==> src/rtl/hpdcache_pkg.sv <==
// rtl/hpdcache_pkg.sv - request/response types and widths shared with the cache core
package hpdcache_pkg;
  localparam int HPDCACHE_OFFSET_WIDTH      = 6;
  localparam int HPDCACHE_SET_WIDTH         = 6;
  localparam int HPDCACHE_NLINE_WIDTH       = 34;
  localparam int HPDCACHE_TAG_WIDTH         = HPDCACHE_NLINE_WIDTH - HPDCACHE_SET_WIDTH;
  localparam int HPDCACHE_PAGE_OFFSET_WIDTH = HPDCACHE_SET_WIDTH + HPDCACHE_OFFSET_WIDTH;

  typedef logic [HPDCACHE_NLINE_WIDTH-1:0] hpdcache_nline_t;
  typedef logic [3:0] hpdcache_req_op_t;
  typedef logic [2:0] hpdcache_req_size_t;
  typedef logic [2:0] hpdcache_req_sid_t;
  typedef logic [5:0] hpdcache_req_tid_t;

  localparam hpdcache_req_op_t   HPDCACHE_REQ_LOAD            = 4'h0;
  localparam hpdcache_req_op_t   HPDCACHE_REQ_STORE           = 4'h1;
  localparam hpdcache_req_op_t   HPDCACHE_REQ_CMO             = 4'h8;
  localparam hpdcache_req_size_t HPDCACHE_REQ_CMO_PREFETCH    = 3'h0;
  localparam hpdcache_req_size_t HPDCACHE_REQ_CMO_INVAL_NLINE = 3'h1;

  typedef struct packed {
    logic [HPDCACHE_PAGE_OFFSET_WIDTH-1:0] addr_offset;
    hpdcache_req_op_t                      op;
    hpdcache_req_size_t                    size;
    hpdcache_req_sid_t                     sid;
    hpdcache_req_tid_t                     tid;
    logic                                  need_rsp;
    logic [HPDCACHE_TAG_WIDTH-1:0]         addr_tag;
  } hpdcache_req_t;

  typedef struct packed {
    hpdcache_req_sid_t sid;
    hpdcache_req_tid_t tid;
    logic              error;
  } hpdcache_rsp_t;
endpackage

==> src/rtl/hwpf_responder_pkg.sv <==
// rtl/hwpf_responder_pkg.sv - slot, queue entry and dispatch state types for the prefetch responder
package hwpf_responder_pkg;
  typedef enum logic [1:0] {ST_IDLE, ST_CHECK, ST_MEM_REQ} disp_state_e;

  typedef struct packed {
    logic                          valid;
    hpdcache_pkg::hpdcache_nline_t nline;
    hpdcache_pkg::hpdcache_req_sid_t sid;
    hpdcache_pkg::hpdcache_req_tid_t tid;
    logic                          need_rsp;
  } slot_t;

  typedef struct packed {
    hpdcache_pkg::hpdcache_nline_t   nline;
    logic                            legal;
    hpdcache_pkg::hpdcache_req_sid_t sid;
    hpdcache_pkg::hpdcache_req_tid_t tid;
    logic                            need_rsp;
  } fifo_entry_t;

  function automatic logic is_legal_prefetch(hpdcache_pkg::hpdcache_req_op_t op,
                                             hpdcache_pkg::hpdcache_req_size_t size);
    return (op == hpdcache_pkg::HPDCACHE_REQ_CMO) && (size == hpdcache_pkg::HPDCACHE_REQ_CMO_PREFETCH);
  endfunction
endpackage

==> src/rtl/hwpf_responder_fifo.sv <==
// rtl/hwpf_responder_fifo.sv - generic synchronous FIFO, head visible while not empty
module hwpf_responder_fifo #(
  parameter int  DEPTH = 4,
  parameter type T     = logic
) (
  input  logic clk_i,
  input  logic rst_i,
  input  logic push,
  input  T     wdata,
  input  logic pop,
  output T     rdata,
  output logic full,
  output logic empty
);
  localparam int AW = $clog2(DEPTH);

  T             mem_q [DEPTH];
  logic [AW:0]  wr_ptr_q;
  logic [AW:0]  rd_ptr_q;

  // Extra pointer bit distinguishes full from empty when the indices meet.
  assign empty = (wr_ptr_q == rd_ptr_q);
  assign full  = (wr_ptr_q[AW] != rd_ptr_q[AW]) && (wr_ptr_q[AW-1:0] == rd_ptr_q[AW-1:0]);
  assign rdata = mem_q[rd_ptr_q[AW-1:0]];

  always_ff @(posedge clk_i) begin
    if (rst_i) begin
      wr_ptr_q <= '0;
      rd_ptr_q <= '0;
    end else begin
      if (push && !full) begin
        mem_q[wr_ptr_q[AW-1:0]] <= wdata;
        wr_ptr_q                <= wr_ptr_q + 1'b1;
      end
      if (pop && !empty) begin
        rd_ptr_q <= rd_ptr_q + 1'b1;
      end
    end
  end
endmodule

==> src/rtl/hwpf_prefetch_responder.sv <==
// rtl/hwpf_prefetch_responder.sv - queues prefetch CMOs, filters duplicates, issues line refills, answers requesters
module hwpf_prefetch_responder
  import hpdcache_pkg::*;
  import hwpf_responder_pkg::*;
#(
  parameter int  FIFO_DEPTH      = 4,
  parameter int  MAX_OUTSTANDING = 4,
  localparam int ID_W            = $clog2(MAX_OUTSTANDING)
) (
  input  logic                            clk_i,
  input  logic                            rst_i,
  input  logic                            enable_i,
  input  logic                            req_valid_i,
  output logic                            req_ready_o,
  input  hpdcache_req_t                   req_i,
  output logic                            rsp_valid_o,
  output hpdcache_rsp_t                   rsp_o,
  output logic                            mem_req_valid_o,
  input  logic                            mem_req_ready_i,
  output logic [HPDCACHE_NLINE_WIDTH-1:0] mem_req_nline_o,
  output logic [ID_W-1:0]                 mem_req_id_o,
  input  logic                            mem_rsp_valid_i,
  input  logic [ID_W-1:0]                 mem_rsp_id_i,
  output logic                            busy_o,
  output logic [ID_W:0]                   outstanding_o
);
  fifo_entry_t push_entry;
  fifo_entry_t head;
  logic        fifo_full;
  logic        fifo_empty;
  logic        fifo_pop;
  logic        unused_offset_bits;

  assign req_ready_o        = enable_i & ~fifo_full;
  assign unused_offset_bits = ^req_i.addr_offset[HPDCACHE_OFFSET_WIDTH-1:0];

  always_comb begin
    push_entry          = '0;
    push_entry.nline    = {req_i.addr_tag, req_i.addr_offset[HPDCACHE_PAGE_OFFSET_WIDTH-1:HPDCACHE_OFFSET_WIDTH]};
    push_entry.legal    = is_legal_prefetch(req_i.op, req_i.size);
    push_entry.sid      = req_i.sid;
    push_entry.tid      = req_i.tid;
    push_entry.need_rsp = req_i.need_rsp;
  end

  hwpf_responder_fifo #(.DEPTH(FIFO_DEPTH), .T(fifo_entry_t)) u_fifo (
    .clk_i (clk_i),
    .rst_i (rst_i),
    .push  (req_valid_i & req_ready_o),
    .wdata (push_entry),
    .pop   (fifo_pop),
    .rdata (head),
    .full  (fifo_full),
    .empty (fifo_empty)
  );

  disp_state_e     state_q;
  slot_t           slots_q [MAX_OUTSTANDING];
  logic [ID_W-1:0] mem_id_q;
  logic            done;
  logic            done_rsp;
  logic            dup_hit;
  logic            free_found;
  logic [ID_W-1:0] free_idx;
  logic [ID_W:0]   out_cnt;
  logic            in_check;
  logic            check_rsp_case;
  logic            check_emit;
  logic            check_retire;
  logic            alloc;

  assign done     = mem_rsp_valid_i & slots_q[mem_rsp_id_i].valid;
  assign done_rsp = done & slots_q[mem_rsp_id_i].need_rsp;

  // Descending scan so the lowest free index is the one left in free_idx.
  always_comb begin
    dup_hit    = 1'b0;
    free_found = 1'b0;
    free_idx   = '0;
    out_cnt    = '0;
    for (int i = MAX_OUTSTANDING - 1; i >= 0; i--) begin
      if (slots_q[i].valid) begin
        out_cnt = out_cnt + {{ID_W{1'b0}}, 1'b1};
        if (slots_q[i].nline == head.nline) dup_hit = 1'b1;
      end else begin
        free_found = 1'b1;
        free_idx   = ID_W'(i);
      end
    end
  end

  // A completion owns rsp_o; a CHECK answer in the same cycle waits and keeps its head.
  assign in_check       = (state_q == ST_CHECK) & ~fifo_empty;
  assign check_rsp_case = ~head.legal | dup_hit;
  assign check_emit     = in_check & check_rsp_case & head.need_rsp;
  assign check_retire   = in_check & check_rsp_case & ~(check_emit & done_rsp);
  assign alloc          = in_check & ~check_rsp_case & free_found;
  assign fifo_pop       = check_retire | alloc;

  always_comb begin
    rsp_valid_o = 1'b0;
    rsp_o       = '0;
    if (done_rsp) begin
      rsp_valid_o = 1'b1;
      rsp_o.sid   = slots_q[mem_rsp_id_i].sid;
      rsp_o.tid   = slots_q[mem_rsp_id_i].tid;
    end else if (check_emit) begin
      rsp_valid_o = 1'b1;
      rsp_o.sid   = head.sid;
      rsp_o.tid   = head.tid;
      rsp_o.error = ~head.legal;
    end
  end

  always_ff @(posedge clk_i) begin
    if (rst_i) begin
      state_q  <= ST_IDLE;
      mem_id_q <= '0;
      for (int i = 0; i < MAX_OUTSTANDING; i++) slots_q[i] <= '0;
    end else begin
      if (done) slots_q[mem_rsp_id_i].valid <= 1'b0;
      case (state_q)
        ST_IDLE:    if (!fifo_empty) state_q <= ST_CHECK;
        ST_CHECK: begin
          if (check_retire) begin
            state_q <= ST_IDLE;
          end else if (alloc) begin
            slots_q[free_idx] <= '{valid: 1'b1, nline: head.nline, sid: head.sid,
                                   tid: head.tid, need_rsp: head.need_rsp};
            mem_id_q          <= free_idx;
            state_q           <= ST_MEM_REQ;
          end
        end
        ST_MEM_REQ: if (mem_req_ready_i) state_q <= ST_IDLE;
        default:    state_q <= ST_IDLE;
      endcase
    end
  end

  assign mem_req_valid_o = (state_q == ST_MEM_REQ);
  assign mem_req_id_o    = mem_id_q;
  assign mem_req_nline_o = slots_q[mem_id_q].nline;
  assign outstanding_o   = out_cnt;
  assign busy_o          = ~fifo_empty | (out_cnt != '0) | (state_q != ST_IDLE);
endmodule

==> config.mk <==
export PLATFORM = sky130hd
export DESIGN_NAME = hwpf_prefetch_responder
export DESIGN_NICKNAME = d
export VERILOG_FILES = /design/src/rtl/hpdcache_pkg.sv /design/src/rtl/hwpf_responder_pkg.sv /design/src/rtl/hwpf_responder_fifo.sv /design/src/rtl/hwpf_prefetch_responder.sv
export SDC_FILE = /design/constraint.sdc
export NUM_CORES = 1
export LEC_CHECK = 0
export ABC_AREA = 1
export BUFFER_PORTS_ARGS = -buffer_cell sky130_fd_sc_hd__buf_4
export CAP_MARGIN = 20
export CORE_UTILIZATION = 50
export DETAILED_ROUTE_END_ITERATION = 10
export PLACE_DENSITY = 0.69
export SLEW_MARGIN = 20
export SYNTH_ARGS = -nofsm -noshare
export SYNTH_HDL_FRONTEND = slang
export SYNTH_SLANG_ARGS = --single-unit
==> constraint.sdc <==
create_clock -name clk_i -period 4.01 [get_ports clk_i]
set_input_delay 0.802 -clock clk_i [delete_from_list [all_inputs] [get_ports clk_i]]
set_output_delay 0.802 -clock clk_i [all_outputs]
set_load 0.03 [all_outputs]
==> results_tabular.tex <==
\begin{tabular}{lr}
\hline
Metric & Value \\
\hline
\multicolumn{2}{l}{\textbf{Routing}} \\
\quad Total Routed Length & approximately 53000 um \\
\quad Number of antenna-violating nets in the routed design & 0 \\
\quad Drt via density & 5.82 \\
\quad Number of detailed-route iterations in the first pass & 5 \\
\quad Total DRC errors in the routed layout & 0 \\
\quad Detailed-route wire length per cell & around 22 um \\
\quad Starting DRC count in detailed routing & 1899 \\
\quad Vias & approximately 14000 \\
\multicolumn{2}{l}{\textbf{Outcome}} \\
\quad Result of the run & finished, violations left \\
\quad Violations in the final reports & negative setup slack \\
\multicolumn{2}{l}{\textbf{CTS}} \\
\quad Number of buffers on the longest clock path & 3 \\
\quad Worst skew pair latency & 0.54 ns \\
\quad Number of buffers created by CTS & 40 \\
\quad Count of hold-fix buffers inserted at cts & 0 \\
\quad Maximum level of the CTS H-tree & 2 \\
\quad CTS tree & done \\
\quad Number of sinks driven by the clock tree & 374 \\
\quad Root Buffer Master & sky130\_fd\_sc\_hd\_\_clkbuf\_16 \\
\quad Clock-pin slew on the worst setup and hold paths & 0.06 ns \\
\multicolumn{2}{l}{\textbf{Power and ir drop}} \\
\quad PD cells & 579 nW/um\^{}2 \\
\quad Peak ir drop on the vdd network & about 0.35 mV \\
\quad Static leakage power & $\sim$8.5 nW \\
\multicolumn{2}{l}{\textbf{Logic synthesis}} \\
\quad Mean instance size in the synthesized netlist & a little over 10 um\^{}2 \\
\quad Gate count of the mapped netlist & 1756 \\
\quad Complex-gate fraction of the synthesized area & 7.17\% \\
\quad Combinational family with the most area after synthesis & simple AND/OR/NAND/NOR gates \\
\quad Top cell type's share of synthesized area & around 60\% \\
\quad Cell type with the highest aggregate area in the netlist & sky130\_fd\_sc\_hd\_\_edfxtp\_1 \\
\quad Cell variety after synth & 39 \\
\quad Seq/Total Area, Yosys & around 62\% \\
\quad Syn. warnings & 0 \\
\quad Cell area after synthesis & about 18000 um\^{}2 \\
\quad Post-Synth Adder-Cell Area & less than 1\% \\
\quad Post-Synthesis Net Count & between 1500 and 2000 \\
\quad Xor/xnor share of the synthesized area & $\sim$2.1\% \\
\quad Register bit total from synthesis & between 300 and 400 \\
\quad Post-synthesis mux area share & 0\% \\
\quad Top cells by area in the synthesized netlist & sky130\_fd\_sc\_hd\_\_edfxtp\_1 60\%, sky130\_fd\_sc\_hd\_\_nand2\_1 8.3\%, sky130\_fd\_sc\_hd\_\_nor2\_1 6.9\% \\
\quad Synthesized-area fraction occupied by and/or/nand/nor cells & 24.2\% \\
\multicolumn{2}{l}{\textbf{Setup path}} \\
\quad Cell Chain, Critical Path & buf\_12 > clkbuf\_16 > nand2\_1 > nand3\_2 > nand2\_4 > nand2\_1 > nand2\_1 > nor2\_1 > nand2\_1 > nor2\_1 > nand3\_2 > nor2\_4 > nor2\_2 > nand3\_2 > nand3\_4 > buf\_12 > o31ai\_4 > buf\_6 \\
\quad Startpoint kind of the worst setup timing path & flip-flop \\
\quad Maximum single-stage delay on the critical path & about 0.43 ns \\
\quad Worst-case reg-to-reg path depth & 17 \\
\quad Critical path's slowest cell & sky130\_fd\_sc\_hd\_\_dfxtp\_4 \\
\quad Critical Path Sink & rsp\_o[7] \\
\quad Arrival time reported for the critical path endpoint & approximately 3.3 ns \\
\quad CP max FO & 8 \\
\quad Critical path data required time & between 3 and 4 ns \\
\quad Most common cell on crit path & sky130\_fd\_sc\_hd\_\_nand2\_1 \\
\quad Kind of end point of the critical path & primary output \\
\quad Setup CP Type & reg -> out \\
\quad Capture point of the worst reg-to-reg path & slots\_q[2][40] \\
\quad Register-to-register path setup slack & between 0.4 and 0.5 ns \\
\multicolumn{2}{l}{\textbf{Timing}} \\
\quad Worst path setup slack after routing & -0.0541 ns \\
\quad Final Hold Fails & 0 \\
\quad Clock skew & roughly 0.019 ns \\
\quad Headroom to the max-slew limit & $\sim$46\% \\
\quad Worst hold-check slack & $\sim$0.46 ns \\
\quad RSZ-0062 raised after global routing & true \\
\quad Transition time at the pin with the least slew margin & a little over 0.8 ns \\
\quad Portion of the clock cycle consumed by the worst path in the final layout & 101\% \\
\quad Final setup violation count & 10 \\
\quad Final min period & $\sim$4 ns \\
\quad Pins over their slew limit & 0 \\
\quad Max Freq & approximately 0.25 GHz \\
\multicolumn{2}{l}{\textbf{Hold path}} \\
\quad Worst hold-check path type & in -> reg \\
\multicolumn{2}{l}{\textbf{Placed design}} \\
\quad Input/output buffers & $\sim$110 \\
\quad Cell count after placement & about 2300 \\
\quad Dpl ws & approximately 0.14 ns \\
\quad Global placer's final weighted congestion & around 0.95 \\
\quad Detail Placement HPWL & 32700 um \\
\multicolumn{2}{l}{\textbf{Die}} \\
\quad \# IOs & around 120 \\
\quad Area of the placeable core & 34700 um\^{}2 \\
\quad Vertical extent of the die & about 190 um \\
\quad Chip width & between 150 and 200 um \\
\quad Overall die area & around 36000 um\^{}2 \\
\quad Number of standard-cell rows in the floorplan & 68 \\
\quad Initial standard-cell utilization of the core & $\sim$50\% \\
\multicolumn{2}{l}{\textbf{Final layout}} \\
\quad Filler cell count & approximately 2800 \\
\quad Post-route non-filler standard cell count & 2398 \\
\quad Share of final-layout standard cells stronger than drive strength 1 & a little under a quarter \\
\quad Count of nets after finishing & between 1500 and 2000 \\
\quad Number of antenna diodes & 0 \\
\quad Layout area overhead & 22.9\% \\
\multicolumn{2}{l}{\textbf{GRT}} \\
\quad Combined global-route utilization of all metal layers & $\sim$29\% \\
\quad Number of antenna violations at the first check in global routing & 0 \\
\quad Largest net degree at the start of global routing & 63 \\
\quad Number of global-route vias before repair & roughly 13000 \\
\quad Global-route wire length before repair & 77200 um \\
\quad GRT overflow & 0 \\
\multicolumn{2}{l}{\textbf{Run}} \\
\quad \# Max-Cap Violations & 0 \\
\hline
\end{tabular}
logic make-up after synthesis:
group,Yosys count
AND/OR/NAND/NOR,971
flip-flops,374
AO/OA/AOI/OAI,228
buffers and inverters,132
XOR/XNOR,42
adder cells (fa/ha/maj),9
sequential cells by signal (all words and copies together), names as in the netlist, named ones only:
signal and flops:
mem_req_id_o 2, slots_q 180, state_q 2, u_fifo.mem_q 180, u_fifo.rd_ptr_q 3, u_fifo.wr_ptr_q 3
worst max-delay path, delay by kind of cell, from the launching register on:
kind	cells	cell delay, ns
AOI/OAI and AO/OA	1	0.21
and+or+nand+nor	13	1.37
DFF	1	0.43
buffers and inverters	4	0.70
how the worst min path moves through the flow:
stage	endpoint	from	slack, ns	cells after the start
floorplan	u_fifo.wr_ptr_q[2]	u_fifo.wr_ptr_q[2]	0.45	2
global placement	u_fifo.wr_ptr_q[2]	u_fifo.wr_ptr_q[2]	0.47	2
detailed placement	u_fifo.wr_ptr_q[2]	u_fifo.wr_ptr_q[2]	0.48	2
CTS	u_fifo.mem_q[2][7]	req_i[35]	0.44	1
global route	u_fifo.mem_q[3][6]	req_i[34]	0.45	1
finish	u_fifo.mem_q[0][44]	req_i[27]	0.46	1
power breakdown:
| part | internal [mW] | switching (mW) | leakage [nW] | total (mW) |
|---|---|---|---|---|
| clock | 2.01 | 1.49 | 0.593 | 3.50 |
| combinational | 1.58 | 3.02 | 4.30 | 4.60 |
| sequential | 4.42 | 0.109 | 3.60 | 4.53 |
| total | 8.01 | 4.61 | 8.49 | 12.6 |
routing by layer:
metal / wire, um / part of all wire (%) / global-route usage (%)
met1: 22000 / 41 / 41.2
met2: 24300 / 46 / 43.9
met3: 5660 / 11 / 5.30
met4: 1410 / 2.6 / 8.80
met5: 0 / 0 / 0
cell type report:
class	instances	area [um^2]	area share, %
clock buffers	54	1070	4.92
clock inverters	19	140	0.642
well taps	455	569	2.61
multi-input cells	1252	6860	31.4
flip-flops and latches	374	11100	50.7
repair buffers	193	1910	8.74
inverters	51	213	0.975
stage by stage:
stage          total power [mW]  TNS (ns)  util, %  area, um^2
3_3_place_gp               8.04         0     55.5       19300
2_1_floorplan              6.90         0        -       17800
6_report                   12.6    -0.310     62.9       21800
5_1_grt                    13.1     -1.37     62.9       21800
4_1_cts                    12.0    -0.379     60.9       21100
3_5_place_dp               8.09         0     55.5       19300
synthesized netlist by cell type:
cell type and count:
sky130_fd_sc_hd__a21oi_1 27, sky130_fd_sc_hd__a31oi_1 1, sky130_fd_sc_hd__a32oi_1 2, sky130_fd_sc_hd__buf_1 4, sky130_fd_sc_hd__buf_2 19, sky130_fd_sc_hd__buf_4 10, sky130_fd_sc_hd__buf_6 12, sky130_fd_sc_hd__clkbuf_1 36
sky130_fd_sc_hd__dfxtp_1 18, sky130_fd_sc_hd__edfxtp_1 356, sky130_fd_sc_hd__ha_1 9, sky130_fd_sc_hd__inv_1 48, sky130_fd_sc_hd__inv_2 1, sky130_fd_sc_hd__inv_4 2, sky130_fd_sc_hd__nand2_1 395, sky130_fd_sc_hd__nand2_2 35
sky130_fd_sc_hd__nand3_1 83, sky130_fd_sc_hd__nand3_2 8, sky130_fd_sc_hd__nand3_4 2, sky130_fd_sc_hd__nand3b_1 58, sky130_fd_sc_hd__nand4_1 3, sky130_fd_sc_hd__nand4_4 1, sky130_fd_sc_hd__nor2_1 325, sky130_fd_sc_hd__nor2_2 39
sky130_fd_sc_hd__nor2_4 1, sky130_fd_sc_hd__nor3_1 8, sky130_fd_sc_hd__nor4_1 3, sky130_fd_sc_hd__o2111ai_4 1, sky130_fd_sc_hd__o211ai_1 3, sky130_fd_sc_hd__o21ai_0 127, sky130_fd_sc_hd__o21ai_1 7, sky130_fd_sc_hd__o22ai_1 47
sky130_fd_sc_hd__o311ai_0 3, sky130_fd_sc_hd__o31ai_1 10, sky130_fd_sc_hd__or2_0 2, sky130_fd_sc_hd__or2_1 6, sky130_fd_sc_hd__or2_2 2, sky130_fd_sc_hd__xnor2_1 7, sky130_fd_sc_hd__xor2_1 35
timing repair:
action                                 in CTS  in global routing
pin swaps                                  11                 25
setup buffers                               6                 22
endpoints found under the hold margin       0                  0
resized for setup                          98                 87
cloned                                      5                  6
setup endpoints to repair                  11                 11
cells in the final DEF, fill, tap and decap left out, drive strengths merged, types with 2 or more instances in the layout:
cell type  instances
o31ai             10
a21oi             27
buf              187
o311ai             3
edfxtp           356
clkinv            16
nand2            432
xor2              35
bufbuf             2
dfxtp             18
xnor2              7
nand3b            58
ha                 9
nand3             93
o22ai             47
or2               10
a32oi              2
o21ai            134
nor3               8
nor4               3
o211ai             3
bufinv             2
nand4              4
nor2             365
clkbuf            58
inv               51
(Power assumes the default switching activity.)
